===== config.mk =====
export PLATFORM = sky130hd
export DESIGN_NAME = mem_arbiter
export DESIGN_NICKNAME = d
export VERILOG_FILES = /design/src/rtl/cpu_pkg.sv /design/src/rtl/mem_arbiter_rr_picker.sv /design/src/rtl/mem_arbiter.sv
export SDC_FILE = /design/constraint.sdc
export NUM_CORES = 1
export LEC_CHECK = 0
export ABC_CLOCK_PERIOD_IN_PS = 5720
export CAP_MARGIN = 20
export CORE_UTILIZATION = 30
export CTS_BUF_LIST = sky130_fd_sc_hd__clkbuf_16
export DETAILED_ROUTE_END_ITERATION = 10
export SLEW_MARGIN = 10
export SYNTH_ARGS = -nofsm -noshare
export SYNTH_HDL_FRONTEND = slang
export SYNTH_SLANG_ARGS = --single-unit
export TNS_END_PERCENT = 10

===== constraint.sdc =====
create_clock -name clk -period 5.72 [get_ports clk]
set_input_delay 1.43 -clock clk [delete_from_list [all_inputs] [get_ports clk]]
set_output_delay 1.43 -clock clk [all_outputs]
set_load 0.01 [all_outputs]

===== src/rtl/cpu_pkg.sv =====
// Shared types and requester indices for the cpu memory-side arbiters.
package cpu_pkg;

  typedef enum logic [1:0] {ARB_IDLE, ARB_ACCESS, ARB_ACK} arb_state_t;

  localparam int unsigned REQ_FETCH   = 0;
  localparam int unsigned REQ_DCACHE  = 1;
  localparam int unsigned REQ_EXECUTE = 2;

endpackage


===== src/rtl/mem_arbiter_rr_picker.sv =====
// Combinational grant picker: round-robin after last_grant, or highest index wins.
module rr_picker #(
  parameter int unsigned N_REQ = 3,
  parameter int unsigned GW    = (N_REQ > 1) ? $clog2(N_REQ) : 1
) (
  input  logic [N_REQ-1:0] req,
  input  logic [GW-1:0]    last_grant,
  input  logic             rr_en,
  output logic [GW-1:0]    grant,
  output logic             any_req
);

  int unsigned      idx;
  logic [N_REQ-1:0] sh;
  logic             found;

  always_comb begin
    grant   = '0;
    any_req = |req;
    idx     = 0;
    sh      = '0;
    found   = 1'b0;
    if (rr_en) begin
      // Walk last_grant+1, +2, ... wrapping; the first hit is the nearest successor.
      for (int unsigned k = 1; k <= N_REQ; k++) begin
        idx = (32'(last_grant) + k) % N_REQ;
        sh  = req >> idx;
        if (!found && sh[0]) begin
          grant = GW'(idx);
          found = 1'b1;
        end
      end
    end else begin
      for (int unsigned k = 0; k < N_REQ; k++) begin
        sh = req >> k;
        if (sh[0]) grant = GW'(k);
      end
    end
  end

endmodule


===== src/rtl/mem_arbiter.sv =====
// Registered one-access-at-a-time bus controller for the cpu memory requesters,
// with ready-based wait states and a timeout/bus-error completion.
module mem_arbiter
  import cpu_pkg::*;
#(
  parameter int unsigned N_REQ   = 3,
  parameter int unsigned RR_EN   = 1,
  parameter int unsigned TIMEOUT = 64,
  parameter int unsigned TO_W    = 7
) (
  input  logic                  clk,
  input  logic                  reset,
  input  logic [N_REQ-1:0]      m_req,
  input  logic [N_REQ-1:0][31:0] m_addr,
  input  logic [N_REQ-1:0][31:0] m_wdata,
  input  logic [N_REQ-1:0]      m_we,
  output logic [N_REQ-1:0]      m_ack,
  output logic [31:0]           m_rdata,
  output logic                  m_err,
  output logic [31:0]           addr,
  output logic [31:0]           data_out,
  output logic                  mem_we,
  output logic                  mem_valid,
  input  logic                  mem_ready,
  input  logic [31:0]           data_in
);

  localparam int unsigned      GW       = (N_REQ > 1) ? $clog2(N_REQ) : 1;
  localparam logic [GW-1:0]    LAST_RST = GW'(N_REQ - 1);
  localparam logic [TO_W-1:0]  TO_LAST  = (TIMEOUT == 0) ? '0 : TO_W'(TIMEOUT - 1);

  arb_state_t      state;
  // Holds the current owner while busy and doubles as last_grant for the picker.
  logic [GW-1:0]   grant;
  logic [TO_W-1:0] to_cnt;
  logic            dropped;
  logic [GW-1:0]   pick;
  logic            any_req;
  logic            timed_out;

  rr_picker #(.N_REQ(N_REQ), .GW(GW)) u_picker (
    .req        (m_req),
    .last_grant (grant),
    .rr_en      (RR_EN != 0),
    .grant      (pick),
    .any_req    (any_req)
  );

  assign timed_out = (TIMEOUT != 0) && (to_cnt == TO_LAST);

  always_ff @(posedge clk) begin
    if (reset) begin
      state     <= ARB_IDLE;
      grant     <= LAST_RST;
      to_cnt    <= '0;
      dropped   <= 1'b0;
      m_ack     <= '0;
      m_rdata   <= '0;
      m_err     <= 1'b0;
      addr      <= '0;
      data_out  <= '0;
      mem_we    <= 1'b0;
      mem_valid <= 1'b0;
    end else begin
      case (state)
        ARB_IDLE: begin
          if (any_req) begin
            grant     <= pick;
            addr      <= m_addr[pick];
            data_out  <= m_wdata[pick];
            mem_we    <= m_we[pick];
            mem_valid <= 1'b1;
            to_cnt    <= '0;
            dropped   <= 1'b0;
            state     <= ARB_ACCESS;
          end
        end
        ARB_ACCESS: begin
          if (to_cnt != '1) to_cnt <= to_cnt + 1'b1;
          if (mem_ready || timed_out) begin
            // Ready takes precedence over a coincident timeout.
            m_rdata   <= (mem_ready && !mem_we) ? data_in : '0;
            m_err     <= !mem_ready;
            if (m_req[grant] && !dropped) m_ack[grant] <= 1'b1;
            mem_valid <= 1'b0;
            mem_we    <= 1'b0;
            state     <= ARB_ACK;
          end else if (!m_req[grant]) begin
            dropped <= 1'b1;
          end
        end
        ARB_ACK: begin
          m_ack   <= '0;
          m_rdata <= '0;
          m_err   <= 1'b0;
          state   <= ARB_IDLE;
        end
        default: state <= ARB_IDLE;
      endcase
    end
  end

endmodule


* Word level (Yosys, flattened, before mapping)
Cells that the tools add are included.
W data, S select, Z words.
** Word-level totals
- Latch bits :: 0
- Output and inout port bits :: 102
- RAM bits :: 0
- ROM bits :: 0
- Logic and storage cells :: 95
- Input port bits :: 233
- Memories kept :: 0
- Bits in registers :: 114
** Operators by class
- Multiplexer cells :: 38
- Add/sub/neg operators :: 4
- Multiply operators :: 0
- $lt $le $gt $ge :: 3
- Divide/modulo/power cells :: 3
- Shift operators :: 3
- Equality and inequality tests :: 10
- Reductions and logical operators :: 22
- Bitwise gates (word level) :: 1
** Operators by type and width (number)
- $bmux W32 S2 :: 2
- $mux W32 :: 4
- $mod A32 B2 Y32 const B :: 3
- $shr A3 B32 Y1 :: 3
- $pmux W32 S2 :: 1
- $mux W7 :: 2
- $pmux W7 S2 :: 1
- $mux W1 :: 12
- $ne A2 B2 Y1 const B :: 6
- $mux W2 :: 5
- $reduce_and A3 Y1 :: 3
- $pmux W1 S2 :: 4
- $add A7 B1 Y7 const B :: 1
- $eq A7 B6 Y1 const B :: 1
- $ne A7 B7 Y1 const B :: 1
- $add A2 B2 Y3 const B :: 2
- $lt A2 B3 Y1 const B :: 2
- $mux W3 :: 2
- $pmux W3 S2 :: 1
- $reduce_and A2 Y1 :: 3
- $logic_and A1 B1 Y1 :: 5
- $logic_not A1 Y1 :: 5
- $bmux W1 S2 :: 2
- $pmux W2 S2 :: 1
- other kinds (11) :: 12

* Depth between registers and ports, before layout
- Depth after elaboration :: 14
- Depth in mapped cells :: 13
- Depth with buffers taken out :: 11

* Cells and area by module
A second synthesis with hierarchy kept.
** Unflattened totals
- Cell total of the unflattened synthesis :: 591
- Area total of the unflattened synthesis :: 5656.7 um^2
** By module, submodules not included
- mem_arbiter :: instances 1, area an instance 5265.0 um^2, cells each 543, sequential area each 2282.2 um^2
- rr_picker :: instances 1, area an instance 391.6 um^2, cells each 48, sequential area each 0.0 um^2

* Worst setup path before layout
OpenSTA, ideal clock, no wires.
- Path kind :: flip-flop to flip-flop
- From :: register grant[1]
- To :: register addr[0]
- Required time :: 5616 ps
- Slack :: 2664 ps
- Clock period less this slack :: 3056 ps
- Data arrival time :: 2952 ps
- Library setup time :: 104 ps
- Buffers on the path :: 3
- Stages on the path, launching flop included :: 13
- Cell sequence :: dfxtp_1 -> inv_1 -> ha_1 -> buf_6 -> nand3b_1 -> ha_1 -> nand3b_1 -> a2111oi_4 -> nand3b_1 -> buf_4 -> buf_4 -> a32oi_1 -> a2111oi_2
** Between the ends
- Cells in the longest elaborated chain, start to end :: 12
- Elaborated cells between the ends (all ways) :: 20
- Those cells by class :: 3 x add/sub; 3 x div; 3 x shift; 7 x mux; 4 x reduce/logical
** RTL lines
- from (decl) :: RTL line mem_arbiter.sv:34 : logic [GW-1:0] grant;
- from (signal assigned) :: RTL line mem_arbiter.sv:68 : grant <= pick;
- $add A2 B1 Y3 :: RTL line mem_arbiter_rr_picker.sv:26 : idx = (32'(last_grant) + k) % N_REQ;
- $mod A32 B2 Y32 :: RTL line mem_arbiter_rr_picker.sv:26
- $shr A3 B32 Y1 :: RTL line mem_arbiter_rr_picker.sv:27 : sh = req >> idx;
- $mux W1 :: RTL line mem_arbiter_rr_picker.sv:28 : if (!found && sh[0]) begin
- $logic_not A1 Y1 :: RTL line mem_arbiter_rr_picker.sv:28
- $logic_and A1 B1 Y1 :: RTL line mem_arbiter_rr_picker.sv:28
- $mux W1 :: RTL line mem_arbiter_rr_picker.sv:28
- $logic_not A1 Y1 :: RTL line mem_arbiter_rr_picker.sv:28
- $logic_and A1 B1 Y1 :: RTL line mem_arbiter_rr_picker.sv:28
- $mux W2 * :: RTL line mem_arbiter_rr_picker.sv:28
- $bmux W32 S2 * :: RTL line mem_arbiter.sv:69 : addr <= m_addr[pick];
- $mux W32 (not written as such) * :: RTL line mem_arbiter.sv:69
- to (signal assigned) :: RTL line mem_arbiter.sv:69
- to (decl) :: RTL line mem_arbiter.sv:20 : output logic [31:0] addr,
Every way passes the cells marked *; elsewhere a longest branch is shown, timed or not. The select of a mux whose other input is x is not followed.
A chain may end at the register's enable or synchronous reset.

* Worst setup path after layout
- From :: register grant[0]
- To :: register data_out[5]
** Between the ends
- Cells in the longest elaborated chain, start to end :: 12
- Elaborated cells between the ends (all ways) :: 20
- Those cells by class :: 3 x add/sub; 3 x div; 3 x shift; 7 x mux; 4 x reduce/logical
** RTL lines
- $add A2 B1 Y3 :: RTL line mem_arbiter_rr_picker.sv:26
- $mod A32 B2 Y32 :: RTL line mem_arbiter_rr_picker.sv:26
- $shr A3 B32 Y1 :: RTL line mem_arbiter_rr_picker.sv:27
- $mux W1 :: RTL line mem_arbiter_rr_picker.sv:28
- $logic_not A1 Y1 :: RTL line mem_arbiter_rr_picker.sv:28
- $logic_and A1 B1 Y1 :: RTL line mem_arbiter_rr_picker.sv:28
- $mux W1 :: RTL line mem_arbiter_rr_picker.sv:28
- $logic_not A1 Y1 :: RTL line mem_arbiter_rr_picker.sv:28
- $logic_and A1 B1 Y1 :: RTL line mem_arbiter_rr_picker.sv:28
- $mux W2 * :: RTL line mem_arbiter_rr_picker.sv:28
- $bmux W32 S2 * :: RTL line mem_arbiter.sv:70 : data_out <= m_wdata[pick];
- $mux W32 (not written as such) * :: RTL line mem_arbiter.sv:70
- to (signal assigned) :: RTL line mem_arbiter.sv:70
- to (decl) :: RTL line mem_arbiter.sv:21 : output logic [31:0] data_out,
Marks and branches as above.

==> qor.yml <==
cts_tree: "yes"
dpl_cell_area_um2: 9850
slew_headroom: 0.347
place_hpwl_um: 18800
nNetsFinal: 1225
drt_pass1_iterations: 4
crit_path_end: "data_out[5]"
core_area_um2: 20500
grt_pass1_vias: 6845
cts_setup_buffers: 0
grt_max_degree: 80
cts_buffers: 17
synth_edf_count: 0
clock_tree.root_cell: "clkbuf_16"
die_h_um: 147
cts_max_path_buffers: 2
ctsResizeCount: 0
max-cap-violations: 0
grt_pass1_wl_um: 42100
skew_ps: 7.82
die_area_um2: 21700
hold_buffers: 0
start_util: 0.309
ff2ff_setup_slack_ps: 1360
multi_input_area_um2: 3690
finalMaxSlewViolations: 0
hold_path_class: "reg2reg"
synth_nets: 938
synth.top_cell.area_share: 0.360
syn2layout_area_growth_pct: 65.1
grt_antenna_before_repair: 9
grt_setup_unrepaired: "false"
syn_area_um2: 6340
vias: 7004
crit_start: "grant[0]"
crit_required_ps: 5970
cts_sinks: 114
path_max_fanout: 35
synth_area_leader_cell: "dfxtp_1"
rr_worst_depth: 11
async_flop_share: 0
yosysMostFrequentCell: "dfxtp_1"
clk_latency_ps: 410
netlist_top_cells_area: "dfxtp_1, a2111oi_2, a32oi_1"
dr.first_iter.drc_count: 427
grt_use_total: 0.252
reg2reg_from: "grant[0]"
viasPerCell: 5.52
peakVddDrop_v: 0.000332
synth_seq_cells: 114
overflow: 0
synth_common_cells: "dfxtp_1, nor2_1, a32oi_1, nor2b_1, nor4_1"
synth.distinct_cells: 49
fin_setup_tns_ps: 0
h-tree-depth: 4
num_rows: 52
p_leak_nw: 3.59
worstPathArrival_ps: 4610
fin_crit_sh: 0.763
port_buffers: 334
hold_path.startpoint: "dropped"
holdWs_ps: 479
fin_crit_ps: 4360
synth_ff_type: "dfxtp_1"
worstMarginPinSlew_ps: 979
io_pins: 335
synth_seq_area_share: 0.360
fill_cells: 1960
power.density_nw_per_um2: 434
fin_util: 0.511
hold_viol: 0
ys_warn_count: 0
antenna_left: 0
fmax_ghz: 0.229
die_w_um: 147
regArea_um2: 2280
end_kind: "register"
wl_per_cell_um: 22.1
drive_gt1_frac: 0.114
gp_congestion: 0.842
status: "completed"
route.detailed.drc: 0
critPathKind: "reg2reg"
netlist_instances: 694
drt-total-wl_um: 28100
cp-start-kind: "register"
r2r_end: "data_out[5]"
clk_pin_slew_ps: 60
stdcell_area_um2: 10500
synth_area_per_cell_um2: 9.14
finalSetupViolations: 0
how the worst min path moves through the flow:
stage               slack [ps]  cells past startpoint      end
global route               500                      2  dropped
CTS                        480                      2  dropped
detailed placement         470                      2  dropped
finish                     480                      2  dropped
global placement           460                      2  dropped
floorplan                  450                      2  dropped
flip-flops by register name, indices dropped and copies added (netlist names):
| signal | flops |
|---|---|
| addr | 32 |
| data_out | 32 |
| m_rdata | 32 |
| to_cnt | 7 |
| m_ack | 3 |
| grant | 2 |
| state | 2 |
| dropped | 1 |
| m_err | 1 |
| mem_valid | 1 |
| mem_we | 1 |
through the flow:
step           instances  worst slack, ps  power [mW]
6_report            1269             1360        4.54
5_1_grt             1268             1150        4.78
4_1_cts             1263             1340        4.55
3_5_place_dp        1231             1130        3.45
3_3_place_gp        1231             1340        3.45
2_1_floorplan        694             2660        2.52
area by class of cell:
class,count,share of cell area
inverters,8,0.00287
well taps,270,0.0323
clock inverters,15,0.0160
clock buffers,17,0.0406
multi-input cells,488,0.353
diodes,5,0.00120
flip-flops and latches,114,0.218
repair buffers,352,0.336
cells in the final DEF, fill, tap and decap left out, types with 11 or more instances in the layout:
cell type / instances
a2111oi_2: 49
a22oi_1: 32
a32oi_1: 65
buf_4: 15
clkbuf_16: 17
clkdlybuf4s50_1: 333
dfxtp_1: 114
ha_1: 11
nor2_1: 107
nor2b_1: 65
nor4_1: 64
power by group:
| group | switching [mW] | internal (mW) | total [mW] |
|---|---|---|---|
| clock network | 0.409 | 0.681 | 1.09 |
| logic | 1.39 | 0.970 | 2.36 |
| registers | 0.112 | 0.983 | 1.09 |
kinds of logic (layout without fill, tap and decap cells):
family                     count (synthesis)  count (layout)  share of synthesized area
AOI/OAI and AO/OA                        197             197                      0.312
xor gates and xnor gates                   4               4                    0.00552
adders and majority gates                 11              11                     0.0217
buffers and inverters                     92             392                     0.0667
DFF                                      114             114                      0.360
muxes                                      4               4                    0.00750
other                                      0               5                          0
and+or+nand+nor                          272             272                      0.227
per-layer routing:
| metal | global-route usage | part of all wire |
|---|---|---|
| met1 | 0.323 | 0.43 |
| met2 | 0.395 | 0.46 |
| met3 | 0.0830 | 0.085 |
| met4 | 0.0902 | 0.021 |
| met5 | 0 | 0.0022 |
critical path, cell delays in order, from the launching register on:
cell	delay, ps
dfxtp_1	470
inv_1	200
ha_1	450
nand3b_1	220
ha_1	300
nand3b_1	230
a2111oi_4	410
buf_4	370
nand3b_1	590
buf_12	300
a32oi_1	120
a2111oi_0	530
No activity file was read; power rests on OpenSTA's default activity.
